===== src/rtl/lsu_pkg.sv =====
`default_nettype none
// ============================================================================
// lsu_pkg : shared size encodings, FSM states and legality check for lsu_ctrl
// Rev 1.0
// ============================================================================
package lsu_pkg;

    localparam logic [1:0] SZ_B   = 2'b00;
    localparam logic [1:0] SZ_H   = 2'b01;
    localparam logic [1:0] SZ_W   = 2'b10;
    localparam logic [1:0] SZ_RSV = 2'b11;

    typedef enum logic [1:0] {
        ST_IDLE  = 2'd0,
        ST_ISSUE = 2'd1,
        ST_WAIT  = 2'd2,
        ST_RESP  = 2'd3
    } lsu_state_e;

    // Reserved size is reported through the same path as misalignment.
    function automatic logic is_misaligned(input logic [1:0] size, input logic [1:0] off);
        logic bad;
        case (size)
            SZ_B:    bad = 1'b0;
            SZ_H:    bad = off[0];
            SZ_W:    bad = |off;
            default: bad = 1'b1;
        endcase
        return bad;
    endfunction

endpackage
`default_nettype wire


===== src/rtl/lsu_align.sv =====
`default_nettype none
// ============================================================================
// lsu_align : lane enables, store-data replication, load lane select/extend
// Rev 1.0
// ============================================================================
module lsu_align
    import lsu_pkg::*;
(
    input  logic [1:0]  i_size,
    input  logic [1:0]  i_off,
    input  logic        i_signed,
    input  logic [31:0] i_wdata,
    input  logic [31:0] i_rword,
    output logic [3:0]  o_lane_en,
    output logic [31:0] o_wdata_rep,
    output logic [31:0] o_rdata_ext
);

    logic [31:0] w_shifted;

    assign w_shifted = i_rword >> {i_off, 3'b000};

    always_comb begin
        o_lane_en   = 4'b0000;
        o_wdata_rep = i_wdata;
        o_rdata_ext = i_rword;
        case (i_size)
            SZ_B: begin
                o_lane_en   = 4'b0001 << i_off;
                o_wdata_rep = {4{i_wdata[7:0]}};
                o_rdata_ext = {{24{i_signed & w_shifted[7]}}, w_shifted[7:0]};
            end
            SZ_H: begin
                o_lane_en   = 4'b0011 << i_off;
                o_wdata_rep = {2{i_wdata[15:0]}};
                o_rdata_ext = {{16{i_signed & w_shifted[15]}}, w_shifted[15:0]};
            end
            SZ_W: begin
                o_lane_en   = 4'b1111;
            end
            default: begin
                o_lane_en   = 4'b0000;
                o_rdata_ext = 32'd0;
            end
        endcase
    end

endmodule
`default_nettype wire


===== src/rtl/lsu_ctrl.sv =====
`default_nettype none
// ============================================================================
// lsu_ctrl : load/store controller driving port A of the data memory
// Rev 1.0
// ============================================================================
module lsu_ctrl
    import lsu_pkg::*;
#(
    parameter int AW = 16,
    parameter int DW = 32
) (
    input  logic          clk,
    input  logic          rst_n,
    input  logic          i_req_valid,
    output logic          o_req_ready,
    input  logic          i_req_we,
    input  logic [1:0]    i_req_size,
    input  logic          i_req_signed,
    input  logic [AW-1:0] i_req_addr,
    input  logic [DW-1:0] i_req_wdata,
    output logic          o_rsp_valid,
    input  logic          i_rsp_ready,
    output logic [DW-1:0] o_rsp_rdata,
    output logic          o_rsp_err,
    output logic [AW-3:0] o_mem_addr,
    output logic [DW-1:0] o_mem_din,
    output logic          o_mem_we,
    output logic [3:0]    o_mem_en,
    input  logic [DW-1:0] i_mem_dout
);

    lsu_state_e    r_state;
    lsu_state_e    w_state_nxt;

    logic          r_we;
    logic [1:0]    r_size;
    logic          r_signed;
    logic [1:0]    r_off;
    logic          r_err;
    logic [DW-1:0] r_rsp_rdata;
    logic [AW-3:0] r_mem_addr;
    logic [DW-1:0] r_mem_din;
    logic          r_mem_we;
    logic [3:0]    r_mem_en;

    logic          w_accept;
    logic          w_illegal;
    logic [1:0]    w_al_size;
    logic [1:0]    w_al_off;
    logic [3:0]    w_lane_en;
    logic [DW-1:0] w_wdata_rep;
    logic [DW-1:0] w_rdata_ext;

    assign w_accept  = (r_state == ST_IDLE) && i_req_valid;
    assign w_illegal = is_misaligned(i_req_size, i_req_addr[1:0]);

    // Shared aligner: live request fields while IDLE, latched fields during WAIT.
    assign w_al_size = (r_state == ST_IDLE) ? i_req_size      : r_size;
    assign w_al_off  = (r_state == ST_IDLE) ? i_req_addr[1:0] : r_off;

    lsu_align u_align (
        .i_size      (w_al_size),
        .i_off       (w_al_off),
        .i_signed    (r_signed),
        .i_wdata     (i_req_wdata),
        .i_rword     (i_mem_dout),
        .o_lane_en   (w_lane_en),
        .o_wdata_rep (w_wdata_rep),
        .o_rdata_ext (w_rdata_ext)
    );

    always_ff @(posedge clk or negedge rst_n) begin
        if (!rst_n) begin
            r_state <= ST_IDLE;
        end else begin
            r_state <= w_state_nxt;
        end
    end

    always_comb begin
        w_state_nxt = r_state;
        case (r_state)
            ST_IDLE: begin
                if (i_req_valid) begin
                    w_state_nxt = w_illegal ? ST_RESP : ST_ISSUE;
                end
            end
            ST_ISSUE: w_state_nxt = r_we ? ST_RESP : ST_WAIT;
            ST_WAIT:  w_state_nxt = ST_RESP;
            ST_RESP: begin
                if (i_rsp_ready) begin
                    w_state_nxt = ST_IDLE;
                end
            end
            default:  w_state_nxt = ST_IDLE;
        endcase
    end

    always_ff @(posedge clk or negedge rst_n) begin
        if (!rst_n) begin
            r_we        <= 1'b0;
            r_size      <= SZ_B;
            r_signed    <= 1'b0;
            r_off       <= 2'd0;
            r_err       <= 1'b0;
            r_rsp_rdata <= '0;
            r_mem_addr  <= '0;
            r_mem_din   <= '0;
            r_mem_we    <= 1'b0;
            r_mem_en    <= 4'b0000;
        end else begin
            // Strobes live for exactly the ISSUE cycle.
            r_mem_we <= 1'b0;
            r_mem_en <= 4'b0000;
            if (w_accept) begin
                r_we        <= i_req_we;
                r_size      <= i_req_size;
                r_signed    <= i_req_signed;
                r_off       <= i_req_addr[1:0];
                r_err       <= w_illegal;
                r_rsp_rdata <= '0;
                if (!w_illegal) begin
                    r_mem_addr <= i_req_addr[AW-1:2];
                    r_mem_we   <= i_req_we;
                    r_mem_en   <= i_req_we ? w_lane_en : 4'b1111;
                    if (i_req_we) begin
                        r_mem_din <= w_wdata_rep;
                    end
                end
            end
            if (r_state == ST_WAIT) begin
                r_rsp_rdata <= w_rdata_ext;
            end
        end
    end

    always_comb begin
        o_req_ready = (r_state == ST_IDLE);
        o_rsp_valid = (r_state == ST_RESP);
        o_rsp_rdata = r_rsp_rdata;
        o_rsp_err   = r_err;
        o_mem_addr  = r_mem_addr;
        o_mem_din   = r_mem_din;
        o_mem_we    = r_mem_we;
        o_mem_en    = r_mem_en;
    end

endmodule
`default_nettype wire


===== config.mk =====
export PLATFORM = sky130hd
export DESIGN_NAME = lsu_ctrl
export DESIGN_NICKNAME = d
export VERILOG_FILES = /design/src/rtl/lsu_pkg.sv /design/src/rtl/lsu_align.sv /design/src/rtl/lsu_ctrl.sv
export SDC_FILE = /design/constraint.sdc
export NUM_CORES = 1
export LEC_CHECK = 0
export BUFFER_PORTS_ARGS = -buffer_cell sky130_fd_sc_hd__buf_4
export CAP_MARGIN = 25
export CORE_UTILIZATION = 46
export CTS_BUF_LIST = sky130_fd_sc_hd__clkbuf_8
export DETAILED_ROUTE_END_ITERATION = 16
export GPL_ROUTABILITY_DRIVEN = 0
export PLACE_DENSITY = 0.89
export SYNTH_ARGS = -nofsm -noshare
export SYNTH_HDL_FRONTEND = slang
export SYNTH_SLANG_ARGS = --single-unit

===== constraint.sdc =====
create_clock -name clk -period 2.1 [get_ports clk]
set_input_delay 0.42 -clock clk [delete_from_list [all_inputs] [get_ports clk]]
set_output_delay 0.42 -clock clk [all_outputs]
set_load 0.01 [all_outputs]

# == Yosys cells after proc, flatten, opt, wreduce, memory -nomap -nowiden ==
# Cells that the tools add are included.
# totals
regBits,92
inputBits,88
out_inout_bits,86
wordCells,53
# op_classes
n_eq_ne,9
shifts,3
mux,18
bitwise_logic,3
n_reduce_logical,9
# ops
op,count
32-bit one-hot mux with 3 select lines,1
32-bit two-way mux,2
32-bit one-hot mux with 2 select lines,1
32-bit by 5-bit >> shifter with 16-bit output,1
4-bit two-way mux,3
4-bit one-hot mux with 3 select lines,1
2-bit two-way mux,5
"2-bit equality test, second input constant",4
2-bit one-hot mux with 4 select lines,1
"2-bit by 1-bit equality test with 1-bit output, second input constant",3
2-bit logical NOT,3
2-bit AND reduction,2
"1-bit by 2-bit << shifter with 4-bit output, first input constant",1
"2-bit by 2-bit << shifter with 4-bit output, first input constant",1
1-bit two-way mux,3
1-bit one-hot mux with 3 select lines,1
3-bit AND reduction,1
1-bit bitwise AND,2
"2-bit by 1-bit inequality test with 1-bit output, second input constant",1
"2-bit inequality test, second input constant",1
2-bit nonzero test,1
2-bit OR reduction,1
1-bit logical AND,1
1-bit NOT,1

# == Logic depth before layout (Yosys ltp) ==
# Gate-level depths: netlist of the first run.
# depth
depth_word,7
mapped_depth,10
mapped_depth_nobuf,7

# == Hierarchy ==
# From an unflattened synthesis of the first run, not the netlist that was laid out.
# hier_totals
hier_cells,495
hier_area_um2,5148.7
# by_module_without_submodules
module,instances,cells_per_inst,area_each_um2
lsu_ctrl,1,294,3791.1
lsu_align,1,201,1357.6

# == Worst setup path before layout of the first run ==
# Ideal clock, no wire load.
# synth_timing
kind,flip-flop to flip-flop
from,register r_state[0]
to,"register r_rsp_rdata[13], in the netlist o_rsp_rdata[13]"
setup_time_ns,0.143
arrival_ns,1.976
required_time_ns,1.957
slack_ns,-0.019
stages_incl_launch_ff,10
n_path_buf,2
synth_period_minus_slack_ns,2.119
path_cell_list,dfrtp_1 inv_1 ha_1 buf_6 mux2i_4 nor2_4 buf_6 a22oi_1 a2bb2oi_1 o211ai_1
# synth_via
elab_chain_len,6
# synth_rtl
item,line_no,rtl
from (decl),lsu_ctrl.sv:32,lsu_state_e r_state;
from (signal assigned),lsu_ctrl.sv:76,r_state <= w_state_nxt;
2-bit logical NOT (*),--,
net o_req_ready,lsu_ctrl.sv:15,"output logic o_req_ready,"
2-bit two-way mux,lsu_ctrl.sv:59,assign w_al_off = (r_state == ST_IDLE) ? i_req_addr[1:0] : r_off;
32-bit by 5-bit >> shifter with 16-bit output,lsu_align.sv:21,"assign w_shifted = i_rword >> {i_off, 3'b000};"
1-bit bitwise AND,lsu_align.sv:31,"o_rdata_ext = {{24{i_signed & w_shifted[7]}}, w_shifted[7:0]};"
32-bit one-hot mux with 3 select lines,lsu_align.sv:27,case (i_size)
32-bit two-way mux,lsu_ctrl.sv:131,if (r_state == ST_WAIT) begin
to (signal assigned),lsu_ctrl.sv:132,r_rsp_rdata <= w_rdata_ext;
to (decl),lsu_ctrl.sv:40,logic [DW-1:0] r_rsp_rdata;
# The timed path passes the listed nets; every way through them passes the cells marked *.
# A chain may end at the register's enable or synchronous reset.

# == Final worst setup path of the first run ==
# layout_timing
from,register r_state[1]
to,"register r_rsp_rdata[27], in the netlist o_rsp_rdata[27]"
# layout_via
elab_chain_len,6
# layout_rtl
item,line_no
2-bit logical NOT,"lsu_ctrl.sv:54, lsu_ctrl.sv:58, lsu_ctrl.sv:59"
2-bit two-way mux,lsu_ctrl.sv:59
32-bit by 5-bit >> shifter with 16-bit output,lsu_align.sv:21
1-bit bitwise AND (on tied branches),"lsu_align.sv:36, lsu_align.sv:31"
32-bit one-hot mux with 3 select lines,lsu_align.sv:27
32-bit two-way mux,lsu_ctrl.sv:131
# Parallel ways exist; a longest one is shown, timed or not.

==> impl_metrics.env, run 1 <==
export IMPL_violations="negative setup slack"
export IMPL_htree_num_levels=3
export IMPL_cp_arrival_ps=2350
export IMPL_multiInputGateArea_mm2=0.00221
export IMPL_ios=174
export IMPL_fill_cells=728
export IMPL_cts_buffers=9
export IMPL_rsz0062_at_grt="yes"
export IMPL_cts_sinks=92
export IMPL_post_drt_wl_per_cell_um=17.7
export IMPL_synth_adder_area_share_pct=1.08
export IMPL_max_freq_mhz=469
export IMPL_async_flop_share_pct=100
export IMPL_track_usage_pct=25.2
export IMPL_overflow=0
export IMPL_dr_total_vias=4333
export IMPL_grt_max_degree=55
export IMPL_crit_path_start_kind="flop"
export IMPL_crit_fanout=8
export IMPL_fin_crit_sh_pct=102
export IMPL_syn_inst=444
export IMPL_io_buffer_count=173
export IMPL_hold_viol=0
export IMPL_setup_viol=5
export IMPL_cp_required_ps=2320
export IMPL_synth_distinct_cells=52
export IMPL_dpl_hpwl_um=10000
export IMPL_crit_path_end_kind="flop"
export IMPL_finalMaxSlewViolations=0
export IMPL_yosysWarnings=0
export IMPL_drtIter0Drc=226
export IMPL_antenna_cells=0
export IMPL_grt_pass1_vias=4218
export IMPL_clock_root_buffer="clkbuf_8"
export IMPL_seq_area_frac_synth_pct=49.5
export IMPL_grt_first_pass_wirelength_um=20200
export IMPL_seq_area_mm2=0.00230
export IMPL_post_synth_xor_area_fraction_pct=0
export IMPL_syn_to_final_growth_pct=42.8
export IMPL_clkLatencyLatePin_ps=350
export IMPL_drc=0
export IMPL_tns_ps=-65.5
export IMPL_skew_ps=7.50
export IMPL_ys_flop_type="dfrtp_1"
export IMPL_cts_tree="done"
export IMPL_hp_class="in -> reg"
export IMPL_layout_common_cells="199 x buf_4, 92 x dfrtp_1, 90 x nand2_1, 31 x mux2i_1, 29 x a22oi_1"
export IMPL_row_count=36
export IMPL_avgSynthCellArea_um2=10.5
export IMPL_viasPerCell=5.58
export IMPL_fin_util_pct=67.9
export IMPL_cap_violations=0
export IMPL_antenna_left=0
export IMPL_synth_ff_latch_count=92
export IMPL_tightest_slew_ps=572
export IMPL_syn_area_mm2=0.00465
export IMPL_core_area_mm2=0.00977
export IMPL_synth_nets=536
export IMPL_die_w_um=103
export IMPL_synthSimpleGateAreaFrac_pct=11.6
export IMPL_synth_compound_area_share_pct=21.2
export IMPL_slew_headroom_pct=61.7
export IMPL_leakage_nw=3.37
export IMPL_path_class="reg -> reg"
export IMPL_clockBufferDepth=2
export IMPL_synth_top_family_by_area="compound AO/OA/AOI/OAI gates"
export IMPL_antenna_found_initial=0
export IMPL_firstDrtPassIters=5
export IMPL_fin_nets=730
export IMPL_power_mw=10.6
export IMPL_fin_hold_ws_ps=252
export IMPL_synthMuxAreaShare_pct=12.1
export IMPL_min_period_ps=2130
export IMPL_start_util_pct=47.6
export IMPL_drive_gt1_share_pct=41.5
export IMPL_die_area_mm2=0.0105
export IMPL_setup_ws_ps=-31.9
export IMPL_peakVddDrop_v=0.000715
export IMPL_final_common_cell="buf_4"
export IMPL_die_h_um=103
export IMPL_status="finished with violations"
export IMPL_synth_edf_count=0
export IMPL_wl_um=13700
export IMPL_clk_pin_slew_ps=90
export IMPL_pwr_density_cell_mw_per_mm2=1600
==> synth_stat cells (9+ instances only) <==
cell      instances  share of area [%]
mux2_2           13                3.1
o21ai_0          29                3.1
a21o_1            9                1.5
o21ai_1          13                1.4
mux2i_1          32                6.9
buf_2            11                1.2
a22oi_1          29                4.7
nor2_1           15                1.2
nand2_1          91                7.3
o211ai_1          9                1.5
a211oi_1          9                1.5
dfrtp_1          92                 49
==> metrics by stage <==
step                      setup slack [ps]  cells  cell area, um2
after floorplan                       6.29    444            4650
after global placement                23.7    749            6220
after detailed placement              -100    749            6220
after CTS                             1.05    766            6480
after global routing                 -78.8    776            6640
final                                -31.9    776            6640
==> routing by layer <==
metal | vias up | global-route usage [%] | routed length [um]
met5 | - | 0 | 0
met4 | 0 | 10.1 | 394
met3 | 42 | 7.53 | 1020
met2 | 217 | 43.5 | 7060
met1 | 2098 | 29.3 | 5270
li1 | 1976 | - | -
==> cell type report <==
cell class                 count  area share (%)
sequential                    92            34.7
inverter                       8           0.452
multi-input combinational    317            33.3
clock buffer                   9            1.87
timing repair buffer         210            25.6
tap                          133            2.51
clock inverter                 7            1.64
==> state kept, by name (all words and copies together), names as in the netlist <==
name         flops
o_rsp_rdata     32
r_size           2
o_mem_en         4
o_rsp_err        1
r_we             1
o_mem_addr      14
r_off            2
o_mem_we         1
r_signed         1
r_state          2
o_mem_din       32
==> report_power, final <==
part           internal [mW]  switching, mW  total, mW  leakage, nW
Sequential              2.55          0.519       3.07         1.18
Combinational           3.08           3.10       6.18         2.07
Clock                  0.779          0.610       1.39        0.123
Total                   6.41           4.23       10.6         3.37
==> worst max-delay path, stage by stage, from the launching register on <==
cell	delay [ps]
dfrtp_1	390
inv_2	90
ha_4	240
buf_12	150
mux2_4	350
nor2_4	110
o221ai_4	150
a21oi_4	240
clkbuf_16	200
o21ai_1	70
==> kinds of logic after synthesis <==
family	Yosys count
AOI/OAI and AO/OA	136
and+or+nand+nor	127
DFF	92
muxes	50
buffers and inverters	35
adders and majority gates	4
==> worst paths after layout <==
path                                 from         endpoint  slack [ps]  cells past startpoint
max in group asynchronous           rst_n  o_rsp_rdata[11]         910                      3
min reg2reg                o_rsp_rdata[2]   o_rsp_rdata[2]         470                      2
max reg2reg                    r_state[1]  o_rsp_rdata[27]         -30                      9
max                            r_state[1]  o_rsp_rdata[27]         -30                      9
min in group asynchronous           rst_n     o_mem_din[9]         540                      2
min                         i_req_addr[4]    o_mem_addr[2]         250                      3
==> repair_timing <==
action | in CTS | in global routing
endpoints found under the setup margin | 33 | 32
gates cloned | 0 | 2
pin swaps | 2 | 12
hold endpoints to repair | 2 | 0
resized for setup | 5 | 16
setup buffers | 0 | 8
hold buffers | 1 | 0
(Power assumes the default switching activity.)
==> run 2: changes to the inputs <==
--- a/config.mk
+++ b/config.mk
@@ -12,6 +12,7 @@
 export DETAILED_ROUTE_END_ITERATION = 16
 export GPL_ROUTABILITY_DRIVEN = 0
 export PLACE_DENSITY = 0.89
+export SKIP_LAST_GASP = 1
 export SYNTH_ARGS = -nofsm -noshare
 export SYNTH_HDL_FRONTEND = slang
 export SYNTH_SLANG_ARGS = --single-unit
==> constraint.sdc (replaced) <==
create_clock -name clk -period 2.1 [get_ports clk]
set_input_delay 0 -clock clk [delete_from_list [all_inputs] [get_ports clk]]
set_output_delay 0 -clock clk [all_outputs]
set_load 0.01 [all_outputs]
==> run 2 against run 1 <==
  * The run still ends with negative setup slack left
  * Global-route usage up 4.4 points
  * Sequential share of layout area down 3.4 points
  * Fmax down 5.3%
==> impl_metrics.env, run 2 (synthesis results as in run 1) <==
export IMPL_clockBufferDepth=2
export IMPL_path_class="reg -> reg"
export IMPL_leakage_nw=3.65
export IMPL_min_period_ps=2250
export IMPL_slew_headroom_pct=49.7
export IMPL_drive_gt1_share_pct=38.5
export IMPL_fin_util_pct=75.4
export IMPL_clkLatencyLatePin_ps=360
export IMPL_rsz0062_at_grt="yes"
export IMPL_post_drt_wl_per_cell_um=20.6
export IMPL_drc=0
export IMPL_peakVddDrop_v=0.000741
export IMPL_grt_max_degree=58
export IMPL_finalMaxSlewViolations=0
export IMPL_cp_required_ps=2320
export IMPL_die_area_mm2=0.0105
export IMPL_cts_tree="done"
export IMPL_track_usage_pct=29.6
export IMPL_start_util_pct=47.6
export IMPL_firstDrtPassIters=5
export IMPL_cp_arrival_ps=2470
export IMPL_cts_buffers=9
export IMPL_wl_um=17500
export IMPL_clock_root_buffer="clkbuf_8"
export IMPL_row_count=36
export IMPL_core_area_mm2=0.00977
export IMPL_tns_ps=-1340
export IMPL_viasPerCell=5.79
export IMPL_setup_ws_ps=-151
export IMPL_overflow=0
export IMPL_cap_violations=0
export IMPL_htree_num_levels=3
export IMPL_setup_viol=27
export IMPL_syn_to_final_growth_pct=58.4
export IMPL_io_buffer_count=173
export IMPL_fin_nets=805
export IMPL_cts_sinks=92
export IMPL_crit_path_end_kind="flop"
export IMPL_final_cells=850
export IMPL_hp_class="in -> reg"
export IMPL_crit_fanout=8
export IMPL_pwr_density_cell_mw_per_mm2=1480
export IMPL_fin_crit_sh_pct=107
export IMPL_clk_pin_slew_ps=90
export IMPL_dpl_hpwl_um=9890
export IMPL_dr_total_vias=4920
export IMPL_hold_viol=0
export IMPL_tightest_slew_ps=749
export IMPL_cp_startpoint="r_state[1]"
export IMPL_ios=174
export IMPL_worstHoldStart="i_req_addr[1]"
export IMPL_skew_ps=12.5
export IMPL_violations="negative setup slack"
export IMPL_layout_common_cells="198 x buf_4, 92 x dfrtp_1, 90 x nand2_1, 75 x dlygate4sd3_1, 31 x mux2i_1"
export IMPL_grt_first_pass_wirelength_um=23300
export IMPL_die_w_um=103
export IMPL_status="finished with violations"
export IMPL_crit_path_start_kind="flop"
export IMPL_final_common_cell="buf_4"
export IMPL_die_h_um=103
export IMPL_fill_cells=615
export IMPL_grt_pass1_vias=4688
export IMPL_max_freq_mhz=444
export IMPL_drtIter0Drc=313
export IMPL_antenna_found_initial=1
export IMPL_reg2reg_from="r_state[1]"
export IMPL_dpl_cell_count=745
export IMPL_antenna_left=0
==> run 2: final timing paths <==
check                                  to  slack, ps  depth (start not counted)
setup / recovery           o_rsp_rdata[9]       -150                          9
hold / removal                   r_off[1]         70                          3
setup reg to reg           o_rsp_rdata[9]       -150                          9
hold reg to reg            o_rsp_rdata[2]        480                          2
max in group asynchronous     o_mem_en[1]       1240                          3
min in group asynchronous    o_mem_din[9]        180                          2
==> run 2: worst max-delay path, cell delays in order, from the launching register on <==
cell and delay, ps:
dfrtp_1 410, inv_2 80, ha_4 220, buf_12 140, mux2i_4 350, buf_4 220, nor2_4 70, a22oi_1 260
a2bb2oi_1 230, o211ai_1 110
==> run 2: area by class of cell <==
| class | count | area (um2) | share of cell area (%) |
|---|---|---|---|
| multi-input combinational | 319 | 2270 | 30.8 |
| clock inverter | 4 | 18.8 | 0.255 |
| clock buffer | 10 | 138 | 1.87 |
| tap | 133 | 166 | 2.26 |
| timing repair buffer | 283 | 2440 | 33.1 |
| inverter | 8 | 30.0 | 0.407 |
| antenna | 1 | 2.50 | 0.0340 |
| sequential | 92 | 2300 | 31.2 |
==> run 2: timing repair <==
action,4_1_cts,5_1_grt
resized for setup,3,24
setup buffers,0,11
hold buffers,75,0
endpoints found under the hold margin,121,0
setup endpoints to repair,26,65
cloned,0,4
pin swaps,2,8
==> run 2: through the flow <==
stage | hold WS, ps | setup slack (ps) | total power [mW] | cell area (um2)
2_1_floorplan | -296 | 6.29 | 6.32 | 4650
5_1_grt | 78.8 | -211 | 11.4 | 7370
6_report | 66.5 | -151 | 10.9 | 7370
4_1_cts | 43.5 | 17.0 | 9.84 | 7110
3_3_place_gp | 24.6 | 50.5 | 8.39 | 6190
3_5_place_dp | 41.1 | -79.9 | 8.61 | 6190
==> run 2: power breakdown <==
group          total, mW  switching (mW)  internal (mW)
combinational       6.73            3.49           3.24
sequential          3.10           0.545           2.55
clock               1.05           0.608          0.440
total               10.9            4.65           6.24
==> run 2: layer usage <==
layer	global-route usage [%]	part of all wire [%]
met5	0	0
met4	19.2	5.5
met3	8.07	9.0
met1	32.3	35
met2	50.7	50
